**src/rtl/m_macfifo4.sv**
```systemverilog
// m_macfifo4: first-word-fall-through FIFO with valid/ready handshakes,
// a synchronous flush (CLR) and an asynchronous active-low reset that
// also zeroes storage, so OUT_Q reads 0 while the FIFO is held in reset.
module m_macfifo4 #(
    parameter int WIDTH = 8,
    parameter int DEPTH = 4                 // power of two, 2..16
) (
    input  logic                     CLK,
    input  logic                     RESETL,
    input  logic                     CLR,
    input  logic                     IN_VALID,
    input  logic [WIDTH-1:0]         IN_D,
    output logic                     IN_READY,
    output logic                     OUT_VALID,
    input  logic                     OUT_READY,
    output logic [WIDTH-1:0]         OUT_Q,
    output logic [$clog2(DEPTH):0]   COUNT
);
    localparam int             AW     = $clog2(DEPTH);
    localparam logic [AW:0]    L_FULL = (AW+1)'(DEPTH);

    logic [WIDTH-1:0] r_mem [DEPTH];
    logic [AW-1:0]    r_wptr;
    logic [AW-1:0]    r_rptr;
    logic [AW:0]      r_count;

    logic             w_push;
    logic             w_pop;

    // Handshake flags come only from the occupancy register, so neither
    // ready nor valid has a combinational path from the other side.
    assign IN_READY  = (r_count != L_FULL);
    assign OUT_VALID = (r_count != '0);
    assign OUT_Q     = r_mem[r_rptr];
    assign COUNT     = r_count;

    // CLR suppresses both transfers; pointers and count are zeroed below.
    assign w_push = IN_VALID  & IN_READY  & ~CLR;
    assign w_pop  = OUT_VALID & OUT_READY & ~CLR;

    // Storage: written at the write pointer on push; cleared only by reset.
    always_ff @(posedge CLK or negedge RESETL) begin
        if (!RESETL) begin
            for (int i = 0; i < DEPTH; i++) r_mem[i] <= '0;
        end else if (w_push) begin
            r_mem[r_wptr] <= IN_D;
        end
    end

    // Pointers wrap naturally at DEPTH because they are exactly AW bits wide.
    always_ff @(posedge CLK or negedge RESETL) begin
        if (!RESETL) begin
            r_wptr <= '0;
            r_rptr <= '0;
        end else if (CLR) begin
            r_wptr <= '0;
            r_rptr <= '0;
        end else begin
            if (w_push) r_wptr <= r_wptr + AW'(1);
            if (w_pop)  r_rptr <= r_rptr + AW'(1);
        end
    end

    // Occupancy: up on push only, down on pop only, held on both.
    always_ff @(posedge CLK or negedge RESETL) begin
        if (!RESETL) begin
            r_count <= '0;
        end else if (CLR) begin
            r_count <= '0;
        end else if (w_push && !w_pop) begin
            r_count <= r_count + (AW+1)'(1);
        end else if (w_pop && !w_push) begin
            r_count <= r_count - (AW+1)'(1);
        end
    end
endmodule

```
**config.mk**
```make
export PLATFORM = sky130hd
export DESIGN_NAME = m_macfifo4
export DESIGN_NICKNAME = d
export VERILOG_FILES = /design/src/rtl/m_macfifo4.sv
export SDC_FILE = /design/constraint.sdc
export NUM_CORES = 1
export LEC_CHECK = 0
export ABC_AREA = 1
export CAP_MARGIN = 25
export CORE_ASPECT_RATIO = 0.8
export CORE_MARGIN = 2
export CORE_UTILIZATION = 30
export DETAILED_ROUTE_END_ITERATION = 8
export PLACE_DENSITY = 0.6
export SETUP_SLACK_MARGIN = 0.3
export SKIP_CTS_REPAIR_TIMING = 1
export SYNTH_ARGS = -nofsm -noshare
export SYNTH_HDL_FRONTEND = slang
export SYNTH_SLANG_ARGS = --single-unit
```
**constraint.sdc**
```tcl
create_clock -name CLK -period 2 [get_ports CLK]
set_clock_uncertainty 0.1 [all_clocks]
set_input_delay 0.4 -clock CLK [delete_from_list [all_inputs] [get_ports CLK]]
set_output_delay 0.4 -clock CLK [all_outputs]
set_load 0.02 [all_outputs]
```
Yosys cells after proc, flatten, opt, wreduce, memory -nomap -nowiden. Index checks and enable logic that the tools add are counted.

Output and inout bits: 13. Register bits: 39. Input bits: 13.

Order comparisons: 3. $add $sub $neg: 4. Reduce and logical (&&, ||, !) cells: 9. Muxes and demuxes: 13. Bitwise gates (word level): 7. Equality and inequality tests: 1.

Operators with widths (number): $bwmux W32 (1); $mux W8 (3); $bmux W8 S2 (1); $demux W8 S2 (1); $mux W3 (3); $mux W2 (4); $ge A3 B3 Y1 const B (2); $not A2 Y3 (2); $reduce_bool A3 Y1 (2); $add A2 B1 Y2 const B (2); $and A1 B1 Y1 (4); $reduce_bool A2 Y1 (2); $add A3 B1 Y3 const B (1); $logic_and A1 B1 Y1 (3); $lt A3 B1 Y1 const B (1); $ne A3 B3 Y1 const B (1); $sub A3 B1 Y3 const B (1); $logic_not A1 Y1 (2); $not A1 Y1 (1).

Longest topological paths before layout. Gate-level depths: netlist of run 1.

Depth after elaboration: 8. Mapped depth: 11. Gate-level depth less buffers: 11.

Least setup slack after synthesis of run 1. Ideal clock, no wire load.

Path kind: flip-flop to flip-flop. Start: reg r_count[2], in the netlist COUNT[2]. End: reg r_count[2], in the netlist COUNT[2]. Library setup time: 66 ps. Cell stages (with the launch flop): 12. Required time: 1834 ps. Arrival: 1925 ps. Setup slack: -91 ps. Cell sequence: dfrtp_1 -> inv_1 -> nand2_1 -> nand2_1 -> nand3_2 -> inv_1 -> fa_1 -> xor2_1 -> nand3b_1 -> nand2_1 -> nand2_1 -> nand2_1.

Longest elaborated chain between the ends: 7. Elaborated cells on any way between the ends: 16. Classes of those cells: add/sub (2); eq/ne (1); mux (3); bitwise (4); reduce/logical (6).

Ends and longest elaborated chain: from (decl) (RTL line 25) `logic [AW:0] r_count;`; from (signal assigned) (RTL line 71) `r_count <= r_count + (AW+1)'(1);`; from (signal assigned) (RTL line 73) `r_count <= r_count - (AW+1)'(1);`; $reduce_bool A3 Y1 * (RTL line 33) `assign OUT_VALID = (r_count != '0);`; via OUT_VALID (RTL line 14) `output logic OUT_VALID,`; $and A1 B1 Y1 * (2 in a row) (RTL line 39) `assign w_pop = OUT_VALID & OUT_READY & ~CLR;`; $logic_not A1 Y1 (RTL line 70) `end else if (w_push && !w_pop) begin`; $logic_and A1 B1 Y1 (RTL line 70); $mux W3 (RTL line 70); $mux W3 (RTL line 68) `end else if (CLR) begin`.

Mark *: on every way through the listed nets, which the timed path passes. The rest lies on a longest branch. The select of a mux whose other input is x is not followed. A chain may end at the register's enable or synchronous reset.

Worst setup path after layout of run 1.
Start: reg r_rptr[0]. End: out OUT_Q[2].

Longest elaborated chain between the ends: 4.

Ends and longest elaborated chain: from (decl) (RTL line 24) `logic [AW-1:0] r_rptr;`; from (signal assigned) (RTL line 60) `if (w_pop) r_rptr <= r_rptr + AW'(1);`; $not A2 Y3 (not written as such) (RTL line 34) `assign OUT_Q = r_mem[r_rptr];`; $bmux W8 S2 (RTL line 34); $mux W8 (not written as such) (2 in a row) (RTL line 34); to (decl) (RTL line 16) `output logic [WIDTH-1:0] OUT_Q,`.

No other way between the ends. The select of a mux whose other input is x is not followed.

==> results of run 1 <==
==> kinds of logic after synthesis <==
logic type	synth area share (%)
buf+inv	6.99
xor+xnor	0.458
compound gates	19.0
fa+ha+maj	3.66
simple gates	18.9
flops	51.0
==> critical path, delay by kind of cell (launching register included) <==
family          cells  cell delay, ns
compound gates      2            0.31
flops               1            0.40
buf+inv             2            0.35
==> sequential cells by signal (all words and copies together), names as in the netlist <==
| register | cells |
|---|---|
| r_mem | 32 |
| COUNT | 3 |
| r_rptr | 2 |
| r_wptr | 2 |
==> synth_stat cells <==
cell type / number / area share [%]
a21oi_1: 4 / 1.0
a21oi_2: 1 / 0.46
buf_2: 2 / 0.52
buf_6: 4 / 2.4
clkbuf_1: 1 / 0.20
dfrtp_1: 39 / 51
fa_1: 1 / 1.0
ha_1: 4 / 2.6
inv_1: 20 / 3.9
nand2_1: 48 / 9.4
nand2_2: 1 / 0.33
nand2_4: 5 / 2.9
nand3_1: 3 / 0.78
nand3_2: 1 / 0.52
nand3b_1: 1 / 0.39
nor2_1: 16 / 3.1
nor2_2: 1 / 0.33
nor2_8: 1 / 1.0
o21ai_0: 19 / 5.0
o21ai_1: 24 / 6.3
o21ai_2: 8 / 3.7
o22ai_1: 8 / 2.6
xor2_1: 1 / 0.46
==> worst paths after layout <==
kind                             endpoint       from  depth (start not counted)  slack (ns)
worst min register to register  r_mem[29]  r_mem[29]                          2        0.39
worst max register to register   COUNT[2]   COUNT[1]                         10        0.21
worst min-delay path            r_mem[29]  r_mem[29]                          2        0.39
min in group asynchronous       r_mem[18]     RESETL                          2        0.48
worst max-delay path             OUT_Q[2]  r_rptr[0]                          4        0.16
max in group asynchronous        r_mem[8]     RESETL                          3        0.80
==> metrics by stage <==
stage                     hold WS, ns  util (%)  instance area [um2]  power (mW)
final                           0.387      40.6                 2550        3.81
after global routing            0.413      40.6                 2550        4.10
after detailed placement        0.267      38.1                 2390        3.19
after CTS                     -0.0436      39.4                 2470        3.71
after global placement          0.268      38.1                 2390        3.16
after floorplan               0.00441         -                 2000        2.51
==> layout make-up <==
class | count | area [um2]
clock buffers | 7 | 76.3
clock inverters | 1 | 5.00
fillers | 622 | 3730
inverters | 20 | 75.1
multi-input cells | 147 | 921
flip-flops and latches | 39 | 980
well taps | 84 | 105
repair buffers | 40 | 384
==> layer usage <==
metal  part of all wire, %  global-route usage [%]  up-vias
met5                     0                       0        -
met4                  0.96                    5.39        0
met3                   6.2                    3.07        2
met2                    44                    20.0       49
met1                    48                    18.9      730
li1                      -                       -      779
==> power groups by stage <==
stage | clock network [mW] | registers [mW] | logic, mW
global route | 0.566 | 1.40 | 2.14
detailed placement | 0 | 1.34 | 1.85
finish | 0.508 | 1.36 | 1.95
floorplan | 0 | 1.32 | 1.19
global placement | 0 | 1.33 | 1.83
CTS | 0.527 | 1.33 | 1.85
==> metrics.yaml, run 1 <==
timing:
  slew_headroom_pct: 72.0
  fmax_ghz: 0.544
  worst_pin_slew_ns: 0.421
  hold_viol: 0
  rsz0062_at_grt: "true"
  slew_viol_final: 0
  fin_ws_ns: 0.161
  min_period_ns: 1.84
  fin_tns_setup_ns: 0
  finalSetupViolCount: 0
  fin_crit_sh_pct: 92.0
synth:
  netlist_instances: 213
  yosysUniqueCellTypes: 23
  ys_seq_elements: 39
  syn_nets: 231
  syn_area_mm2: 0.00191
  avgSynthCellArea_um2: 8.99
  ys_seq_area_share_pct: 51.0
  synth_warnings: 0
clock_tree:
  clk_latency_ns: 0.28
  cts_tree: "done"
  clk_path_buf_depth: 2
  clk_pin_slew_worst_paths_ns: 0.08
  htreeDepth: 2
  cts_root_buf: "clkbuf_8"
  cts_sinks: 39
  cts-buffers-inserted: 5
die:
  die_w_um: 93.3
  num_rows: 26
  start_util_pct: 30.5
  fp.dieArea_mm2: 0.00704
  die_height_um: 75.5
  coreArea_mm2: 0.00628
  io_pins: 26
pwr:
  p_sw_mw: 1.54
  powerDensity_mw_per_mm2: 1500
  power.internal_mw: 2.27
  seq_power_share_pct: 35.5
  p_sw_share_pct: 40.4
  clkPwrFrac_pct: 13.3
  power_leakage_nw: 1.27
  p_comb_share_pct: 51.1
  ir_worst_vdd_mv: 0.553
finish:
  n_antenna_cell: 0
  instances_no_fill: 338
  areaGrowthSynthToFinish_pct: 33.0
  final_cell_mix: "nand2_1 (46), dfrtp_1 (36), o21ai_1 (34), inv_1 (15), nor2_1 (15)"
  final_net_count: 271
  drive_above_1_share_pct: 30.3
  final_common_cell: "nand2_1"
worst_setup_path:
  critPathMaxFanout: 9
  path_cells: "buf_4 > o21ai_1 > o22ai_2 > buf_6"
  cpPeakStageDelay_ns: 0.40
  cp.required_ns: 1.50
  cp_slowest_cell: "dfrtp_1"
  crit_path_end_kind: "output pin"
  critPathLaunchType: "register"
  arrival_ns: 1.34
  crit_type: "register to output pin"
route:
  viasPerCell: 4.62
  dr.pass1.iters: 4
  post-route-drc-count: 0
  antenna_left: 0
  routedWlPerCell_um: 12.7
  drtIter0Drc: 90
  wirelength_um: 4290
  via_count: 1560
grt:
  antenna_found_initial: 0
  grt_usage_pct: 13.3
  grt_pass1_vias: 1443
  grt_pass1_wl_um: 7090
  grt_max_degree: 19
  overflow: 0
placement:
  post-dp-hpwl_um: 3020
  dp_cells: 328
  post-place-ws_ns: -0.0787
  port_buffers: 25
  gp_congestion: 0.723
run:
  maxCapViolCount: 0
outcome:
  outcome: "complete, no violations"
hold_path:
  hold_path.class: "register to register"
Power figures use the tool's default switching activity.
==> run 2, diff against run 1 <==
GPL_ROUTABILITY_DRIVEN = 0   (was unset)
SKIP_CTS_REPAIR_TIMING = unset   (was 1)
SKIP_LAST_GASP = 1   (was unset)
==> metrics.yaml, run 2 (same netlist as run 1, synthesis figures left out) <==
worst_setup_path:
  rrSetupSlack_ns: 0.21
  critical-path-top-delay-family: "flip-flops"
  critPathLaunchType: "register"
  critPathMaxFanout: 9
  ff2ff_path_depth: 10
  crit_type: "register to output pin"
  r2r-start: "COUNT[0]"
  cp.required_ns: 1.50
  reg2reg_to: "COUNT[2]"
  cpPeakStageDelay_ns: 0.39
  path_cells: "buf_4 > o21ai_1 > o22ai_2 > buf_6"
  arrival_ns: 1.32
  cp_slowest_cell: "dfrtp_1"
  crit_path_end_kind: "output pin"
  path_buf_inv: 2
timing:
  finalSetupViolCount: 0
  fin_crit_sh_pct: 90.9
  rsz0062_at_grt: "true"
  worst_pin_slew_ns: 0.432
  fin_ws_ns: 0.182
  hold_viol: 0
  min_period_ns: 1.82
  fmax_ghz: 0.550
  slew_viol_final: 0
  slew_headroom_pct: 71.2
finish:
  instances_no_fill: 339
  multi_input_area_um2: 957
  seq_area_um2: 980
  final_net_count: 272
  fillers: 623
  areaGrowthSynthToFinish_pct: 33.9
  drive_above_1_share_pct: 32.5
  n_antenna_cell: 0
  final_cell_mix: "nand2_1 (46), dfrtp_1 (36), o21ai_1 (31), buf_4 (17), o21ai_2 (15)"
  final_common_cell: "nand2_1"
  largest-register: "r_mem"
  largest_register_ffs: 32
run:
  maxCapViolCount: 0
pwr:
  p_comb_share_pct: 50.9
  power.internal_mw: 2.24
  ir_worst_vdd_mv: 0.522
  clkPwrFrac_pct: 13.4
  p_sw_mw: 1.58
  p_sw_share_pct: 41.3
  seq_power_share_pct: 35.7
  power_leakage_nw: 1.25
  powerDensity_mw_per_mm2: 1490
clock_tree:
  cts-buffers-inserted: 5
  clk_latency_ns: 0.29
  htreeDepth: 2
  cts_sinks: 39
  clk_path_buf_depth: 2
  cts_tree: "done"
  cts_root_buf: "clkbuf_8"
  clk_pin_slew_worst_paths_ns: 0.07
die:
  start_util_pct: 30.5
  coreArea_mm2: 0.00628
  die_height_um: 75.5
  num_rows: 26
  io_pins: 26
  fp.dieArea_mm2: 0.00704
  die_w_um: 93.3
hold_path:
  worstHoldPathCells: 2
  hold_end: "r_mem[1]"
  holdCritStartpoint: "r_mem[1]"
  hold_path.class: "register to register"
placement:
  post-dp-hpwl_um: 3020
  post-place-ws_ns: -0.0787
  dp_cells: 328
  port_buffers: 25
route:
  dr.pass1.iters: 4
  drtIter0Drc: 95
  wirelength_um: 4410
  antenna_left: 0
  routedWlPerCell_um: 13.0
  via_count: 1545
  post-route-drc-count: 0
  viasPerCell: 4.56
grt:
  grt_usage_pct: 13.6
  grt_pass1_wl_um: 7250
  grt_pass1_vias: 1456
  overflow: 0
  grt_max_degree: 19
  antenna_found_initial: 0
outcome:
  outcome: "complete, no violations"
-- run 2: worst max-delay path by stage --
stage / startpoint / endpoint / depth (start not counted)
2_1_floorplan: COUNT[0] / COUNT[2] / 10
3_3_place_gp: IN_VALID / COUNT[2] / 11
3_5_place_dp: CLR / COUNT[2] / 10
4_1_cts: r_rptr[0] / OUT_Q[6] / 4
5_1_grt: COUNT[0] / COUNT[2] / 10
6_report: r_rptr[0] / OUT_Q[2] / 4
-- run 2: cell type report --
cell class                      count  share of cell area (%)
Sequential cell                    39                    38.2
Clock inverter                      1                   0.195
Timing Repair Buffer               41                    14.2
Inverter                           20                    2.93
Tap cell                           84                    4.10
Multi-Input combinational cell    147                    37.4
Clock buffer                        7                    2.98
-- run 2: metal layers --
layer	global-route usage, %	up-vias	wire [um]
li1	-	787	-
met1	19.3	718	2210
met2	20.3	33	1910
met3	3.26	7	218
met4	5.39	0	70
met5	0	-	0
-- run 2: power groups by stage --
stage               clock, mW  combinational [mW]  sequential (mW)
global route            0.567                2.13             1.41
CTS                     0.527                1.84             1.35
finish                  0.512                1.94             1.37
detailed placement          0                1.85             1.34
floorplan                   0                1.19             1.32
global placement            0                1.83             1.33
-- run 2: worst register-to-register path, delay by kind of cell, from the launching register on --
kind,cells,cell delay [ns]
buffers and inverters,1,0.04
xor gates and xnor gates,1,0.16
AOI/OAI and AO/OA,1,0.08
and+or+nand+nor,6,0.57
DFF,1,0.44
adders and majority gates,1,0.35
-- run 2: through the flow --
| step | TNS, ns | cell area [um2] | util, % | hold slack [ns] | power, mW |
|---|---|---|---|---|---|
| floorplan | 0 | 2000 | - | 0.00441 | 2.51 |
| global placement | -0.106 | 2390 | 38.1 | 0.268 | 3.16 |
| detailed placement | -0.101 | 2390 | 38.1 | 0.267 | 3.19 |
| CTS | 0 | 2490 | 39.7 | 0.386 | 3.71 |
| global route | 0 | 2560 | 40.8 | 0.413 | 4.11 |
| finish | 0 | 2560 | 40.8 | 0.389 | 3.82 |
-- run 2: repair_timing --
action                     in CTS  in global routing
hold endpoints to repair       16                  0
resized for setup              78                 18
setup endpoints to repair      14                 11
setup buffers                   2                  0
gates cloned                    0                  0
pin swaps                       5                  3
hold buffers                    1                  0
==> RTL edit (flow settings as in run 2) <==
Change the parameter `WIDTH` from 8 to 6.
--- a/src/rtl/m_macfifo4.sv
+++ b/src/rtl/m_macfifo4.sv
@@ -3,5 +3,5 @@
 // also zeroes storage, so OUT_Q reads 0 while the FIFO is held in reset.
 module m_macfifo4 #(
-    parameter int WIDTH = 8,
+    parameter int WIDTH = 6,
     parameter int DEPTH = 4                 // power of two, 2..16
 ) (
Interface: changed (resized IN_D and OUT_Q); port bits go from 26 to 22. The function was not compared with the original's and may differ.
==> RTL edit against run 2 <==
Routed wire length fell by 22%. Synthesized area fell by 17%. Sequential cell count fell by 8. Worst setup slack improved by 21 ps. Global-route usage fell by 1.3 points. Total power fell by 18%. Die area fell by 16%. Final area fell by 18%. Highest routed layer unchanged.
==> RTL edit: results (changes against run 2) <==
* Vias in the first global route at 1232 (was 1456)
* Fill cells at 533 (was 623)
* Port bufs at 21 (was 25)
* Global-route usage over all layers at 0.123 (was 0.136)
* Drt first-iter violations at 52 (was 95)
* Area contributors post-synth: dfrtp_1, nand2_1, o21ai_2 (was dfrtp_1, nand2_1, o21ai_1)
* Area delta synth->final at 31.6% (was 33.9%)
* DR WL/cell at 12.5 um (was 13.0 um)
* Placed Area at 1960 sq um (was 2390 sq um)
* Arrival time at the worst endpoint at 1300 ps (was 1320 ps)
* Place WS at -76.5 ps (was -78.7 ps)
* Post-Layout Cell Count at 276 (was 339)
* Post-synthesis sequential area ratio at 0.486 (was 0.510)
* First-pass GRT wire length at 5790 um (was 7250 um)
* Met3 Use GR at 0.0345 (was 0.0326)
* Max FFs per register at 24 (was 32)
* Syn nets at 192 (was 231)
* Commonest cells post-synth: nand2_1, dfrtp_1, inv_1 (was nand2_1, dfrtp_1, o21ai_1)
* Via density at 4.68 (was 4.56)
* Peak supply drop at 0.000605 V (was 0.000522 V)
* Largest net degree at the start of global routing at 32 (was 19)
* Worst-skew pair later-pin latency at 270 ps (was 290 ps)
* Worst Path Max Fanout at 6 (was 9)
* Syn avg cell area at 9.08 sq um (was 8.99 sq um)
* Met2 GRT Util at 0.181 (was 0.203)
* Status: completed (unchanged)
* Placed cell count at 266 (was 328)
* Hpwl dp at 2440 um (was 3020 um)
* Met1 usage at 0.174 (was 0.193)
[RTL edit: repair_timing]
action | CTS | global route
setup buffers | 2 | 0
resized for setup | 54 | 21
pin swaps | 7 | 5
setup endpoints to repair | 13 | 11
[RTL edit: logic make-up after synthesis]
family	share of synthesized area
AOI/OAI and AO/OA	0.201
buffers and inverters	0.0752
adders and majority gates	0.0439
and+or+nand+nor	0.189
DFF	0.486
xor gates and xnor gates	0.00548
[RTL edit: power breakdown]
part	internal, mW	switching, mW	total [mW]
sequential	0.892	0.191	1.08
clock	0.314	0.222	0.536
combinational	0.675	0.854	1.53
total	1.88	1.27	3.15
[RTL edit: path summary, 6_finish.rpt]
check                                 startpoint                    end  slack (ps)
setup / recovery           r_rptr[0]$_DFFE_PN0P_               OUT_Q[1]         200
hold / removal             r_mem[22]$_DFFE_PN0P_  r_mem[22]$_DFFE_PN0P_         380
setup reg to reg            COUNT[1]$_DFFE_PN0P_   COUNT[2]$_DFFE_PN0P_         230
hold reg to reg            r_mem[22]$_DFFE_PN0P_  r_mem[22]$_DFFE_PN0P_         380
max in group asynchronous                 RESETL   COUNT[2]$_DFFE_PN0P_        1070
min in group asynchronous                 RESETL  r_wptr[0]$_DFFE_PN0P_         420
[RTL edit: metal layers]
layer  routed length (um)  vias up
met5                    0        -
met4                   40        0
met3                  127        2
met2                 1520       16
met1                 1760      625
li1                     -      650
[RTL edit: worst max-delay path: cells and delay by family (launching register included)]
kind / cells / cell delay (ps)
AO/OA/AOI/OAI: 1 / 170
flip-flops: 1 / 400
AND/OR/NAND/NOR: 1 / 40
buffers and inverters: 3 / 400
[RTL edit: layout make-up]
type	count	share of cell area
timing repair buffer	36	0.145
clock buffer	8	0.0476
tap	62	0.0369
inverter	18	0.0321
multi-input combinational	121	0.368
sequential	31	0.371
